--- src/rtl/mesm6_uart_loader.sv ---
// Serial boot loader: configures the MESM-6 UART, polls received bytes, parses a
// framed image and writes assembled 48-bit words into main memory.
module mesm6_uart_loader #(
  parameter logic [14:0] UART_BASE = 15'o0,
  parameter logic [8:0]  DIVIDER   = 9'd26
) (
  input  logic        clk,
  input  logic        reset_n,
  input  logic        i_start,
  output logic        o_busy,
  output logic        o_done,
  output logic        o_err,
  output logic [15:0] o_words,
  output logic [14:0] u_addr,
  output logic        u_rd,
  output logic        u_wr,
  output logic [47:0] u_wdata,
  input  logic [47:0] u_rdata,
  input  logic        u_done,
  output logic [14:0] m_addr,
  output logic [47:0] m_wdata,
  output logic        m_wr,
  input  logic        m_done
);

  localparam int unsigned AW = 15;
  localparam int unsigned DW = 48;
  localparam int unsigned CW = 16;

  localparam logic [2:0] IDX_MAGIC = 3'd0;
  localparam logic [2:0] IDX_AHI   = 3'd1;
  localparam logic [2:0] IDX_ALO   = 3'd2;
  localparam logic [2:0] IDX_CHI   = 3'd3;
  localparam logic [2:0] IDX_CLO   = 3'd4;
  localparam logic [2:0] IDX_DATA  = 3'd5;
  localparam logic [2:0] IDX_SUM   = 3'd6;

  typedef enum logic [2:0] {
    S_IDLE, S_CFG_WR, S_CFG_WAIT, S_POLL_RD, S_POLL_WAIT, S_PARSE, S_MEM_WR, S_FINISH
  } state_e;

  state_e        state_q, state_d;
  logic          busy_q, busy_d, done_q, done_d, err_q, err_d;
  logic [CW-1:0] words_q, words_d;
  logic [AW-1:0] u_addr_q, u_addr_d;
  logic          u_rd_q, u_rd_d, u_wr_q, u_wr_d;
  logic [DW-1:0] u_wdata_q, u_wdata_d;
  logic [AW-1:0] m_addr_q, m_addr_d;
  logic [DW-1:0] m_wdata_q, m_wdata_d;
  logic          m_wr_q, m_wr_d;
  logic [7:0]    byte_q, byte_d, xor_q, xor_d;
  logic [2:0]    idx_q, idx_d, wb_q, wb_d;
  logic [CW-1:0] cnt_q, cnt_d;
  logic [AW-1:0] addr_q, addr_d;
  logic [39:0]   word_q, word_d;
  logic          poll_next, finish_next;
  logic          unused_rdata;

  assign unused_rdata = ^u_rdata[47:9];

  // Next-state and next-output logic; all bus outputs are registered.
  always_comb begin
    state_d     = state_q;
    busy_d      = busy_q;
    done_d      = done_q;
    err_d       = err_q;
    words_d     = words_q;
    u_addr_d    = u_addr_q;
    u_rd_d      = 1'b0;
    u_wr_d      = 1'b0;
    u_wdata_d   = u_wdata_q;
    m_addr_d    = m_addr_q;
    m_wdata_d   = m_wdata_q;
    m_wr_d      = m_wr_q;
    byte_d      = byte_q;
    xor_d       = xor_q;
    idx_d       = idx_q;
    wb_d        = wb_q;
    cnt_d       = cnt_q;
    addr_d      = addr_q;
    word_d      = word_q;
    poll_next   = 1'b0;
    finish_next = 1'b0;

    case (state_q)
      S_IDLE: begin
        if (i_start) begin
          state_d   = S_CFG_WR;
          u_wr_d    = 1'b1;
          u_addr_d  = UART_BASE | AW'(7);
          u_wdata_d = DW'(12'h200) | DW'(DIVIDER);
          busy_d    = 1'b1;
          done_d    = 1'b0;
          err_d     = 1'b0;
          words_d   = '0;
          xor_d     = '0;
          idx_d     = IDX_MAGIC;
          wb_d      = '0;
        end
      end
      S_CFG_WR:   state_d = S_CFG_WAIT;
      S_CFG_WAIT: if (u_done) poll_next = 1'b1;
      S_POLL_RD:  state_d = S_POLL_WAIT;
      S_POLL_WAIT: begin
        if (u_done) begin
          if (u_rdata[8]) begin
            poll_next = 1'b1;
          end else begin
            byte_d  = u_rdata[7:0];
            state_d = S_PARSE;
          end
        end
      end
      S_PARSE: begin
        case (idx_q)
          IDX_MAGIC: begin
            if (byte_q != 8'hA5) begin
              err_d       = 1'b1;
              finish_next = 1'b1;
            end else begin
              idx_d     = IDX_AHI;
              poll_next = 1'b1;
            end
          end
          IDX_AHI: begin
            addr_d[14:8] = byte_q[6:0];
            idx_d        = IDX_ALO;
            poll_next    = 1'b1;
          end
          IDX_ALO: begin
            addr_d[7:0] = byte_q;
            idx_d       = IDX_CHI;
            poll_next   = 1'b1;
          end
          IDX_CHI: begin
            cnt_d[15:8] = byte_q;
            idx_d       = IDX_CLO;
            poll_next   = 1'b1;
          end
          IDX_CLO: begin
            cnt_d[7:0] = byte_q;
            idx_d      = ({cnt_q[15:8], byte_q} == '0) ? IDX_SUM : IDX_DATA;
            poll_next  = 1'b1;
          end
          IDX_DATA: begin
            word_d = {word_q[31:0], byte_q};
            xor_d  = xor_q ^ byte_q;
            if (wb_q == 3'd5) begin
              wb_d      = '0;
              cnt_d     = cnt_q - CW'(1);
              m_wr_d    = 1'b1;
              m_addr_d  = addr_q;
              m_wdata_d = {word_q, byte_q};
              state_d   = S_MEM_WR;
            end else begin
              wb_d      = wb_q + 3'd1;
              poll_next = 1'b1;
            end
          end
          IDX_SUM: begin
            err_d       = (byte_q != xor_q);
            finish_next = 1'b1;
          end
          default: finish_next = 1'b1;
        endcase
      end
      S_MEM_WR: begin
        if (m_done) begin
          m_wr_d    = 1'b0;
          words_d   = words_q + CW'(1);
          addr_d    = addr_q + AW'(1);
          if (cnt_q == '0) idx_d = IDX_SUM;
          poll_next = 1'b1;
        end
      end
      S_FINISH: state_d = S_IDLE;
      default:  state_d = S_IDLE;
    endcase

    if (poll_next) begin
      state_d  = S_POLL_RD;
      u_rd_d   = 1'b1;
      u_addr_d = UART_BASE | AW'(0);
    end
    // Done is visible during FINISH itself, busy drops on the same edge.
    if (finish_next) begin
      state_d = S_FINISH;
      busy_d  = 1'b0;
      done_d  = 1'b1;
    end
  end

  always_ff @(posedge clk or negedge reset_n) begin
    if (!reset_n) begin
      state_q   <= S_IDLE;
      busy_q    <= 1'b0;
      done_q    <= 1'b0;
      err_q     <= 1'b0;
      words_q   <= '0;
      u_addr_q  <= '0;
      u_rd_q    <= 1'b0;
      u_wr_q    <= 1'b0;
      u_wdata_q <= '0;
      m_addr_q  <= '0;
      m_wdata_q <= '0;
      m_wr_q    <= 1'b0;
      byte_q    <= '0;
      xor_q     <= '0;
      idx_q     <= '0;
      wb_q      <= '0;
      cnt_q     <= '0;
      addr_q    <= '0;
      word_q    <= '0;
    end else begin
      state_q   <= state_d;
      busy_q    <= busy_d;
      done_q    <= done_d;
      err_q     <= err_d;
      words_q   <= words_d;
      u_addr_q  <= u_addr_d;
      u_rd_q    <= u_rd_d;
      u_wr_q    <= u_wr_d;
      u_wdata_q <= u_wdata_d;
      m_addr_q  <= m_addr_d;
      m_wdata_q <= m_wdata_d;
      m_wr_q    <= m_wr_d;
      byte_q    <= byte_d;
      xor_q     <= xor_d;
      idx_q     <= idx_d;
      wb_q      <= wb_d;
      cnt_q     <= cnt_d;
      addr_q    <= addr_d;
      word_q    <= word_d;
    end
  end

  assign o_busy  = busy_q;
  assign o_done  = done_q;
  assign o_err   = err_q;
  assign o_words = words_q;
  assign u_addr  = u_addr_q;
  assign u_rd    = u_rd_q;
  assign u_wr    = u_wr_q;
  assign u_wdata = u_wdata_q;
  assign m_addr  = m_addr_q;
  assign m_wdata = m_wdata_q;
  assign m_wr    = m_wr_q;

endmodule

--- config.mk ---
export PLATFORM = sky130hd
export DESIGN_NAME = mesm6_uart_loader
export DESIGN_NICKNAME = d
export VERILOG_FILES = /design/src/rtl/mesm6_uart_loader.sv
export SDC_FILE = /design/constraint.sdc
export NUM_CORES = 1
export LEC_CHECK = 0
export ABC_AREA = 1
export CAP_MARGIN = 20
export CORE_MARGIN = 2
export CORE_UTILIZATION = 47
export DETAILED_ROUTE_END_ITERATION = 8
export PLACE_DENSITY = 0.75
export SETUP_SLACK_MARGIN = 0.02
export SYNTH_ARGS = -nofsm -noshare
export SYNTH_HDL_FRONTEND = slang
export SYNTH_SLANG_ARGS = --single-unit
--- constraint.sdc ---
create_clock -name clk -period 2.1 [get_ports clk]
set_clock_uncertainty 0.2 [all_clocks]
set_input_delay 0.42 -clock clk [delete_from_list [all_inputs] [get_ports clk]]
set_output_delay 0.42 -clock clk [all_outputs]
set_load 0.005 [all_outputs]
Word level (Yosys, flattened, before mapping)
Cells that the tools add are included.
{"block": "word_totals", "output_inout_bits": 148, "wordCells": 154, "reg_bits": 197}
{"block": "classes", "mux": 61, "addsub": 4, "n_reduce_logical": 33, "bitwise": 2, "n_eq_ne": 33}
{"operator": "$mux 15", "count": 4}
{"operator": "$mux 16", "count": 3}
{"operator": "$pmux 8 s2", "count": 3}
{"operator": "$mux 3", "count": 13}
{"operator": "$logic_not 16->1", "count": 2}
{"operator": "$pmux 16 s2", "count": 1}
{"operator": "$pmux 15 s2", "count": 1}
{"operator": "$eq 3x3->1 const B", "count": 8}
{"operator": "$mux 8", "count": 3}
{"operator": "$reduce_and 3->1", "count": 8}
{"operator": "$mux 1", "count": 21}
{"operator": "$ne 4x4->1 const B", "count": 5}
{"operator": "$pmux 3 s6", "count": 1}
{"operator": "$reduce_bool 2->1", "count": 9}
{"operator": "$add 16x1->16 const B", "count": 1}
{"operator": "$sub 16x1->16 const B", "count": 1}
{"operator": "$add 15x1->15 const B", "count": 1}
{"operator": "$pmux 3 s5", "count": 1}
{"operator": "$eq 3x2->1 const B", "count": 4}
{"operator": "$ne 2x2->1 const B", "count": 6}
{"operator": "$reduce_and 6->1", "count": 2}
{"operator": "$pmux 3 s3", "count": 1}
{"operator": "$ne 8x8->1", "count": 1}
{"operator": "$ne 8x8->1 const B", "count": 1}
{"operator": "21 further kinds", "count": 32}

Logic depth before layout (Yosys ltp)
Gate-level depths: netlist of run 1.
{"block": "depth", "word_depth": 6, "mapped_depth": 11, "mapped_depth_nobuf": 11}

Worst setup path after synthesis of run 1
Ideal clock, no wire load.
{"block": "synth_timing", "path_kind": "register to register", "from": "register state_q[1]", "to": "register m_addr_q[1] (netlist: m_addr[1])", "slack_ps": 430, "arrival_time_ps": 1345, "period_less_slack_ps": 1670, "path_buffers": 1, "setup_time_ps": 125, "required_ps": 1775, "stages_incl_launch_ff": 7, "cell_sequence": "dfrtp_1 inv_1 nand3_4 nor2_4 nand2_4 buf_6 mux2_4"}
{"block": "synth_between", "elab_chain_cells": 2}
{"item": "start, declared", "line": "42", "source": "state_e state_q, state_d;"}
{"item": "start signal, assigned", "line": "215", "source": "state_q <= state_d;"}
{"item": "$eq 3x3->1", "line": "85", "source": "case (state_q)"}
{"item": "$reduce_and 3->1 (no source line)"}
{"item": "end signal, assigned", "line": "224", "source": "m_addr_q <= m_addr_d;"}
{"item": "end, declared", "line": "48", "source": "logic [AW-1:0] m_addr_q, m_addr_d;"}
Every way passes these cells.
A chain may end at the register's enable or synchronous reset.

Worst setup path after layout of run 1
{"block": "layout_timing", "from": "register words_q[9] (netlist: o_words[9])", "to": "output port o_words[9]"}
{"item": "start, declared", "line": "44", "source": "logic [CW-1:0] words_q, words_d;"}
{"item": "start signal, assigned", "line": "219", "source": "words_q <= words_d;"}
{"item": "end, declared", "line": "13", "source": "output logic [15:0] o_words,"}
No word-level cell between the ends.

==> results of run 1 <==
==> flip-flops by register name, indices dropped and copies added, names as in the netlist <==
| name | count |
|---|---|
| addr_q | 15 |
| byte_q | 8 |
| cnt_q | 16 |
| idx_q | 3 |
| m_addr | 15 |
| m_wdata | 48 |
| m_wr | 1 |
| o_busy | 1 |
| o_done | 1 |
| o_err | 1 |
| o_words | 16 |
| state_q | 3 |
| u_addr | 1 |
| u_rd | 1 |
| u_wdata | 1 |
| u_wr | 1 |
| wb_q | 3 |
| word_q | 40 |
| xor_q | 8 |
==> per-stage QoR <==
stage / area (um2) / power, uW / std cells / hold slack, ns / setup slack, ns
after global routing: 10900 / 11500 / 1469 / 0.284 / 0.00947
after CTS: 10800 / 10800 / 1464 / 0.273 / 0.0362
after global placement: 10200 / 7460 / 1431 / 0.163 / 0.0897
after detailed placement: 10200 / 7540 / 1431 / 0.166 / 0.0574
after floorplan: 9230 / 6580 / 1164 / -0.0756 / 0.430
final: 10900 / 10900 / 1469 / 0.273 / 0.0822
==> timing repair <==
item	4_1_cts	5_1_grt
endpoints found under the setup margin	0	14
buffers inserted	0	3
gates resized for setup	0	8
hold buffers	1	0
hold endpoints to repair	36	0
==> final timing paths <==
check / from / to / slack (ns)
min in group clk: o_done / o_done / 0.28
hold / removal: reset_n / m_wdata[16] / 0.27
max in group asynchronous: reset_n / state_q[2] / 0.74
setup reg to reg: state_q[1] / m_wdata[23] / 0.12
setup / recovery: o_words[9] / o_words[9] / 0.08
hold reg to reg: o_done / o_done / 0.28
==> Yosys cell counts (20+ instances only) <==
| master | n |
|---|---|
| a21oi_1 | 29 |
| buf_4 | 63 |
| dfrtp_1 | 183 |
| inv_1 | 118 |
| nand2_1 | 274 |
| nand3_1 | 54 |
| nand4_1 | 20 |
| nor2_1 | 85 |
| nor3_1 | 21 |
| o21ai_0 | 132 |
| o21ai_1 | 21 |
==> layout make-up <==
class,instances,area share (%)
clock buffers,17,3.90
flip-flops and latches,183,42.0
well taps,234,2.68
repair buffers,139,13.0
multi-input cells,756,32.4
inverters,125,4.33
clock inverters,15,1.65
==> routing by layer <==
| layer | share of wire (%) | GRT usage [%] | vias up |
|---|---|---|---|
| met3 | 5.3 | 3.63 | 24 |
| met1 | 45 | 29.8 | 3525 |
| met4 | 1.4 | 5.63 | 0 |
| met5 | 0 | 0 | - |
| li1 | - | - | 3687 |
| met2 | 48 | 33.6 | 234 |
==> report_power, final <==
group	switching, uW	internal, uW
clock network	1570	1710
logic	1950	1130
registers	544	3950
total	4060	6800
==> kinds of logic (layout without fill, tap and decap cells) <==
| group | Yosys count | count (layout) |
|---|---|---|
| compound gates | 205 | 205 |
| xor+xnor | 13 | 13 |
| fa+ha+maj | 3 | 3 |
| buf+inv | 225 | 296 |
| flops | 183 | 183 |
| mux | 3 | 3 |
| other cells | 1 | 56 |
| simple gates | 476 | 476 |
==> results by group, run 1 <==
GRT
  • Initial antenna violation count: 0
  • First-pass GRT wire length: between 30 and 40 mm
  • Number of global-route vias before repair: between 6,000 and 7,000
  • GRT Util Overall: a little over a fifth
  • Grt ovf: 0
  • Pin count of the biggest net entering global routing: a little under 80

STA
  • FMAX: 496 MHz
  • Setup TNS: 0 ns
  • Min Clock Period, post-route: 2.02 ns
  • Fin crit share: 96.1%
  • # setup viols final: 0
  • Fin. Hold Viols: 0
  • Slew @ Worst Pin: 0.506 ns
  • Max Slew Vio Count: 0
  • Slew headroom: 66.0%
  • RSZ-0062 raised after global routing: no

Route
  • Routed Antenna Nets: 0
  • Drt pass-1 iters: 5
  • Vias per inst: 5.09
  • Remaining DRCs: 0
  • DR WL/cell: 14.6 um
  • DR vias: 7,470
  • Final wirelength: 21.4 mm
  • Number of DRC markers in iteration 0: 512

Synth
  • Syn Area/Cell: roughly 8.1 um2
  • Post-synth cell types: 41
  • Multiplexer share of the synthesized area: less than 1%
  • Post-synthesis cell count: 1,109
  • Synth Area in XOR/XNOR: 1.26%
  • Commonest register cell after synthesis: dfrtp_1
  • Post-Synth Simple-Gate Area: 22.6%
  • Post-synthesis sequential area ratio: between 50 and 60%
  • Yosys reg bits: 183
  • Area contributors post-synth: dfrtp_1 51%, nand2_1 11%, o21ai_0 7.3%
  • Largest family of logic cells by synthesized area: simple AND/OR/NAND/NOR gates
  • Synth Area in Adders: 0.416%
  • Ys async rst share: between 90% and 100%
  • Compound-Gate Fraction of Synth Area: 12.0%
  • Synth warnings: 0
  • Synth area leader: dfrtp_1
  • Mapped Area: roughly 9000 um2
  • Yosys top cell area share: 50.8%
  • EDFF count, synth: 0

Worst setup path
  • Setup crit start kind: flip-flop
  • Max Fanout on Critical Path: 5
  • CP cell instances: clkdlybuf4s50_1
  • Worst path required time: around 1.5 ns
  • WP data arrival: 1.40 ns
  • WP buf/inv: 1
  • Crit path depth: 1
  • CP max stage delay: 0.53 ns
  • FF-to-FF path depth: 7
  • CP top delay family: buffers and inverters
  • Setup crit end kind: output pin
  • CP Class: flip-flop to output pin
  • Slowest cell on crit path: clkdlybuf4s50_1

Placement
  • Gpl congestion: about 0.97
  • Buffers on Ports: 105
  • Post-DP HPWL: 14.7 mm

Floorplan
  • Core region area: ~19,000 um2
  • Io pins: between 200 and 250
  • Die width: roughly 140 um
  • Die area: 20,300 um2
  • Die Y: approximately 140 um
  • Starting density of the core: 48.1%
  • Rows: 50

Cells and area
  • Core Util, Final: 58.2%
  • Most common cell after layout, fill and taps aside: nand2_1
  • FILL cells: between 1,500 and 2,000
  • Fin nets: 1,278
  • ANT cells: 0
  • Layout Area Growth over Synthesis: 21.0%
  • Share of cells above drive strength 1: under 10%
  • Most frequent cells in the layout: 274 x nand2_1, 179 x dfrtp_1, 132 x o21ai_0
  • Flip-flop and latch area: about 4600 um2
  • Multi-input logic area: 3540 um2

Clocking
  • Clk buf depth: 2
  • Clock-pin slew on the worst setup and hold paths: 0.08 ns
  • CTS tree: built
  • Clk sinks: 183
  • H-tree depth: 4
  • Clk Latency, worst-skew pair: 0.43 ns
  • Clk root buf: clkbuf_16
  • Total clock buffers created by CTS: 17

Power
  • P_leak: 0.00516 uW
  • Pwr dens: 995 nW/um2
  • Maximum VDD drop: between 0.7 and 0.8 mV

Status
  • Outcome: completed

Flow run
  • Max-cap violation count: 0

Worst hold path
  • Hold WC Path Type: input pin to asynchronous set/reset pin
No activity file was read; power rests on OpenSTA's default activity.
==> inputs of run 2 (changes only) <==
--- a/config.mk
+++ b/config.mk
@@ -10,6 +10,7 @@
 export CORE_MARGIN = 2
 export CORE_UTILIZATION = 47
 export DETAILED_ROUTE_END_ITERATION = 8
+export HOLD_SLACK_MARGIN = 0.03
 export PLACE_DENSITY = 0.75
 export SETUP_SLACK_MARGIN = 0.02
 export SYNTH_ARGS = -nofsm -noshare
==> results of run 2 <==
Final layout, timing and power as in run 1 (identical DEF).
